File: config.mk
export PLATFORM = sky130hd
export DESIGN_NAME = ram_sync_param_flat
export DESIGN_NICKNAME = d
export VERILOG_FILES = /design/src/rtl/ram_sync_param_if.sv /design/src/rtl/ram_sync_param.sv /design/src/flat_wrapper.sv
export SDC_FILE = /design/constraint.sdc
export NUM_CORES = 1
export LEC_CHECK = 0
export ABC_AREA = 0
export CAP_MARGIN = 25
export CORE_UTILIZATION = 56
export DETAILED_ROUTE_END_ITERATION = 6
export PLACE_DENSITY = 0.87
export SLEW_MARGIN = 20
export SYNTH_ARGS = -nofsm -noshare
export SYNTH_HDL_FRONTEND = slang
export SYNTH_SLANG_ARGS = --single-unit
File: constraint.sdc
create_clock -name clk -period 2.7 [get_ports clk]
set_input_delay 0.54 -clock clk [delete_from_list [all_inputs] [get_ports clk]]
set_output_delay 0.54 -clock clk [all_outputs]
set_load 0.02 [all_outputs]
File: src/rtl/ram_sync_param_if.sv
// Bus between the CPU address/data registers and the parametrised data RAM.
interface ram_sync_param_if #(
  parameter int DATA_W = 8,
  parameter int ADDR_W = 7
);
  logic              write;
  logic              read;
  logic              clear_req;
  logic [ADDR_W-1:0] address;
  logic [DATA_W-1:0] data_in;
  logic [DATA_W-1:0] data_out;
  logic              busy;
  logic              addr_err;

  modport master (
    output write, read, clear_req, address, data_in,
    input  data_out, busy, addr_err
  );

  modport slave (
    input  write, read, clear_req, address, data_in,
    output data_out, busy, addr_err
  );
endinterface

File: src/rtl/ram_sync_param.sv
// Single-port data RAM with a clear sequencer that rewrites every word after
// reset or on request, plus out-of-range access detection.
module ram_sync_param #(
  parameter int              DATA_W    = 8,
  parameter int              DEPTH     = 96,
  parameter int              ADDR_W    = 7,
  parameter int              READ_LAT  = 0,
  parameter logic [DATA_W-1:0] CLEAR_VAL = 8'h00,
  parameter logic [DATA_W-1:0] PRESET0   = 8'h33,
  parameter logic [DATA_W-1:0] PRESET1   = 8'h22
) (
  input  logic            clk,
  input  logic            reset,
  ram_sync_param_if.slave bus
);

  typedef enum logic {CLEAR, IDLE} state_t;

  localparam logic [ADDR_W:0]   DEPTH_W = (ADDR_W+1)'(DEPTH);
  localparam logic [ADDR_W-1:0] LAST    = ADDR_W'(DEPTH - 1);
  localparam logic              RD_USED = (READ_LAT == 1);

  state_t            state;
  logic [ADDR_W-1:0] ptr;
  logic [DATA_W-1:0] mem [DEPTH];

  logic              in_range;
  logic              mem_we;
  logic [ADDR_W-1:0] waddr;
  logic [DATA_W-1:0] wdata;
  logic [DATA_W-1:0] clear_word;

  assign in_range = {1'b0, bus.address} < DEPTH_W;
  assign bus.busy = (state == CLEAR);

  // The sequencer owns the write port while clearing; reset suppresses it so
  // word 0 is first written on the edge after reset is released.
  always_comb begin
    clear_word = CLEAR_VAL;
    if (ptr == '0)
      clear_word = PRESET0;
    else if (ptr == ADDR_W'(1))
      clear_word = PRESET1;
    mem_we = 1'b0;
    waddr  = bus.address;
    wdata  = bus.data_in;
    if (state == CLEAR) begin
      mem_we = !reset;
      waddr  = ptr;
      wdata  = clear_word;
    end else if (bus.write && in_range) begin
      mem_we = 1'b1;
    end
  end

  always_ff @(posedge clk) begin
    if (mem_we)
      mem[waddr] <= wdata;
  end

  always_ff @(posedge clk or posedge reset) begin
    if (reset) begin
      state        <= CLEAR;
      ptr          <= '0;
      bus.addr_err <= 1'b0;
    end else begin
      case (state)
        CLEAR: begin
          bus.addr_err <= 1'b0;
          if (ptr == LAST) begin
            state <= IDLE;
            ptr   <= '0;
          end else begin
            ptr <= ptr + ADDR_W'(1);
          end
        end
        IDLE: begin
          bus.addr_err <= !in_range && (bus.write || (RD_USED && bus.read));
          if (bus.clear_req) begin
            state <= CLEAR;
            ptr   <= '0;
          end
        end
      endcase
    end
  end

  // Registered read samples mem before this edge's write lands: read-first.
  if (READ_LAT == 1) begin : g_reg_read
    logic [DATA_W-1:0] rd_q;
    always_ff @(posedge clk or posedge reset) begin
      if (reset)
        rd_q <= '0;
      else if (state == IDLE && bus.read)
        rd_q <= in_range ? mem[bus.address] : '0;
    end
    assign bus.data_out = rd_q;
  end else begin : g_comb_read
    assign bus.data_out = (state == IDLE && in_range) ? mem[bus.address] : '0;
  end

endmodule
File: src/flat_wrapper.sv
// flat-port wrapper written by rule: the top's interface ports become plain ports
module ram_sync_param_flat 
#(
  parameter int              DATA_W    = 8,
  parameter int              DEPTH     = 96,
  parameter int              ADDR_W    = 7,
  parameter int              READ_LAT  = 0,
  parameter logic [DATA_W-1:0] CLEAR_VAL = 8'h00,
  parameter logic [DATA_W-1:0] PRESET0   = 8'h33,
  parameter logic [DATA_W-1:0] PRESET1   = 8'h22
)
  (clk, reset, bus_write, bus_read, bus_clear_req, bus_address, bus_data_in, bus_data_out, bus_busy, bus_addr_err);
  ram_sync_param_if #(.DATA_W(DATA_W), .ADDR_W(ADDR_W)) bus_i ();
  input  logic clk;
  input  logic reset;
  input wire logic [$bits(bus_i.write)-1:0] bus_write;
  input wire logic [$bits(bus_i.read)-1:0] bus_read;
  input wire logic [$bits(bus_i.clear_req)-1:0] bus_clear_req;
  input wire logic [$bits(bus_i.address)-1:0] bus_address;
  input wire logic [$bits(bus_i.data_in)-1:0] bus_data_in;
  output wire logic [$bits(bus_i.data_out)-1:0] bus_data_out;
  output wire logic [$bits(bus_i.busy)-1:0] bus_busy;
  output wire logic [$bits(bus_i.addr_err)-1:0] bus_addr_err;
  assign bus_i.write = bus_write;
  assign bus_i.read = bus_read;
  assign bus_i.clear_req = bus_clear_req;
  assign bus_i.address = bus_address;
  assign bus_i.data_in = bus_data_in;
  assign bus_data_out = bus_i.data_out;
  assign bus_busy = bus_i.busy;
  assign bus_addr_err = bus_i.addr_err;
  ram_sync_param #(.DATA_W(DATA_W), .DEPTH(DEPTH), .ADDR_W(ADDR_W), .READ_LAT(READ_LAT), .CLEAR_VAL(CLEAR_VAL), .PRESET0(PRESET0), .PRESET1(PRESET1)) u_core (.clk(clk), .reset(reset), .bus(bus_i));
endmodule
==> summary.md <==
| Metric | Value |
|---|---|
| Clk sink count | `777` |
| Synth area leaders | `edfxtp_1 76%, mux4_2 14%, nor2_1 1.5%, nand2_1 1.1%, mux2i_1 0.98%` |
| DRC viols | `0` |
| DR pass1 iterations | `7` |
| Overall Global Routing Usage | `30.9%` |
| Slew HR | `43.1%` |
| Status | `finished with violations` |
| Worst-path clk slew | `0.07 ns` |
| Class of the worst hold path | `in2async` |
| Hold buffer count at CTS | `0` |
| Mapped Area | `30500 um2` |
| Largest family of logic cells by synthesized area | `multiplexers` |
| Data arrival, critical path | `2.74 ns` |
| # Max-Cap Violations | `0` |
| Drt wl/cell | `32.3 um` |
| Data required time at the worst endpoint | `2.16 ns` |
| Inserted Clock Buffers | `75` |
| Most frequent cell after synthesis | `edfxtp_1` |
| Aggregate routed wire length | `84.7 mm` |
| Core Rows | `85` |
| Sw Ratio | `24.8%` |
| Antenna diode count | `0` |
| Post-synth EDFFs | `768` |
| RSZ-0062 raised after global routing | `true` |
| First DRT Iteration DRCs | `2836` |
| H-tree depth | `3` |
| Synth Area in Compound Gates | `2.39%` |
| Setup TNS | `-3.88 ns` |
| Reg power frac | `51.2%` |
| Die Wd | `235 um` |
| Synth top cells by count | `768 x edfxtp_1, 192 x mux4_2, 124 x nor2_1, 92 x nand2_1, 40 x nand3_1` |
| Post-synth ARST share | `1.16%` |
| Period utilisation layout | `121%` |
| Antenna-violating nets left | `0` |
| Final Wtd Congestion | `0.987` |
| Syn_nets | `1528` |
| Storage cell area | `23300 um2` |
| Vias post-DR | `18117` |
| Area leader, netlist | `edfxtp_1` |
| Final hold slack | `0.415 ns` |
| Syn Inst Count | `1505` |
| Synth Area in Simple Gates | `4.46%` |
| Leak | `12.5 nW` |
| PwrDens | `744 nW/um2` |
| Average cell area after synthesis | `20.3 um2` |
| Initial antenna violation count | `2` |
| Clock insertion delay at the later pin of the skew report | `0.63 ns` |
| Top cell type's share of synthesized area | `75.5%` |
| Die Span Y | `235 um` |
| Int Pwr | `20.7 mW` |
| Final setup margin | `-0.576 ns` |
| Post-synthesis register bit count | `777` |
| CP max FO | `15` |
| CTS root buf | `clkbuf_16` |
| Input/output buffers | `28` |
| Max IR drop VDD | `0.548 mV` |
| Clk pwr share | `36.5%` |
| Worst-margin pin slew | `0.851 ns` |
| DP HPWL | `49.9 mm` |
| Yosys Warn Count | `0` |
| Crit start category | `input port` |
| Final hold vios | `0` |
| Highest clock rate | `0.305 GHz` |
| Synth Flop Type | `edfxtp_1` |
| Synth unique cells | `52` |
| Filler Cell Count | `2973` |
| Adder-cell area share of the yosys netlist | `0.123%` |
| Share of cells above drive strength 1 | `36.4%` |
| Vias in the first global route | `18062` |
| Via/cell ratio | `6.91` |
| Initial Util | `56.7%` |
| Combinational Power Share | `12.3%` |
| Multi-input logic area | `7110 um2` |
| Sequential element share of the synthesized area | `76.3%` |
| Final setup fails | `8` |
| Post-route minimum period | `3.28 ns` |
| Net load switching power | `6.82 mW` |
| I/O pins | `30` |
| Global-route wire length before repair | `122 mm` |
| Final Max Tran Viols | `0` |
| CP Class | `in2out` |
| Worst setup EP type | `primary output` |
| Post-synthesis xor/xnor area fraction | `0.0574%` |
| Die ar. | `55500 um2` |
| Layout Nets | `1890` |
| Total grt overflow | `0` |
| Failing checks | `setup timing` |
| Largest net degree at the start of global routing | `97` |
| CTS tree | `yes` |
| Worst Skew | `0.0220 ns` |
| Synth-to-layout area growth | `21.0%` |
| Post-synthesis mux area share | `15.3%` |
| Core area | `53800 um2` |
| CTS max path bufs | `3` |
path summary, 6_finish.rpt:
path                                           startpoint                           to  slack, ns  cells after the start
worst max-delay path                       bus_address[3]              bus_data_out[3]      -0.58                     10
worst min-delay path                                reset    u_core.ptr[1]$_DFFE_PP0P_       0.42                      2
worst max register to register     u_core.state$_DFF_PP0_  u_core.mem[15][2]$_DFFE_PP_       0.11                      5
worst min register to register  u_core.ptr[6]$_DFFE_PP0P_    u_core.ptr[6]$_DFFE_PP0P_       0.64                      2
max in group asynchronous                           reset       u_core.state$_DFF_PP0_       2.01                      2
min in group clk                u_core.ptr[6]$_DFFE_PP0P_    u_core.ptr[6]$_DFFE_PP0P_       0.64                      2
placed cells by master (no fill, tap or decap), types with 15 or more instances in the layout:
| cell | count |
|---|---|
| clkbuf_16 | 77 |
| buf_4 | 283 |
| nand3_1 | 33 |
| nor2_1 | 121 |
| clkinv_2 | 16 |
| clkinv_1 | 19 |
| nand2_1 | 90 |
| edfxtp_1 | 768 |
| buf_12 | 31 |
| mux4_2 | 192 |
| clkdlybuf4s50_1 | 15 |
| mux2i_1 | 27 |
routing by layer:
| layer | GRT usage (%) | share of wire, % |
|---|---|---|
| met1 | 39.6 | 33 |
| met2 | 48.4 | 47 |
| met3 | 7.99 | 13 |
| met4 | 18.2 | 7.0 |
| met5 | 0 | 0.025 |
sequential cells by signal, indices dropped and copies added, names as in the netlist:
register,cells
u_core.state,1
u_core.mem,768
u_core.ptr,7
u_core.bus.addr_err,1
power by group through the flow:
stage / logic [mW] / clock network [mW] / registers, mW
floorplan: 1.58 / 0 / 14.3
global placement: 2.96 / 0 / 14.3
detailed placement: 3.09 / 0 / 14.3
CTS: 3.23 / 10.0 / 14.1
global route: 3.49 / 10.5 / 14.1
finish: 3.38 / 10.0 / 14.1
worst max-delay path, stage by stage:
cell and delay, ns:
buf_2 0.15, buf_12 0.18, buf_6 0.20, buf_4 0.17, nand3b_1 0.24, o22ai_1 0.20
a31oi_1 0.27, nand3_1 0.32, o211ai_1 0.23, buf_2 0.22
what timing repair did:
action	in CTS	in global routing
buffers inserted	19	3
pin swaps	24	9
cloned	4	0
gates resized for setup	111	11
endpoints found under the setup margin	8	125
hold endpoints to repair	0	0
cell families (layout without fill, tap and decap cells):
| kind of cell | Yosys count | after routing |
|---|---|---|
| buffers and inverters | 82 | 502 |
| flip-flops | 777 | 777 |
| XOR/XNOR | 2 | 2 |
| AO/OA/AOI/OAI | 106 | 106 |
| adder cells (fa/ha/maj) | 3 | 3 |
| multiplexers | 227 | 227 |
| AND/OR/NAND/NOR | 308 | 308 |
layout make-up:
cell class                      instances  area share (%)
Timing Repair Buffer                  356            9.03
Inverter                               11           0.115
Multi-Input combinational cell        646            19.2
Sequential cell                       777            63.0
Tap cell                              696            2.36
Clock inverter                         45           0.880
Clock buffer                           90            5.35
stage by stage:
stage               worst slack [ns]  instances  util [%]  total power, mW  area [um2]
global placement               -1.04       2461      63.2             17.2       34000
CTS                           -0.520       2618      68.5             27.4       36900
global route                  -0.598       2621      68.7             28.1       36900
finish                        -0.576       2621      68.7             27.5       36900
detailed placement             -1.04       2461      63.2             17.4       34000
floorplan                     -0.154       1505         -             15.8       30600
No activity file was read; power rests on OpenSTA's default activity.
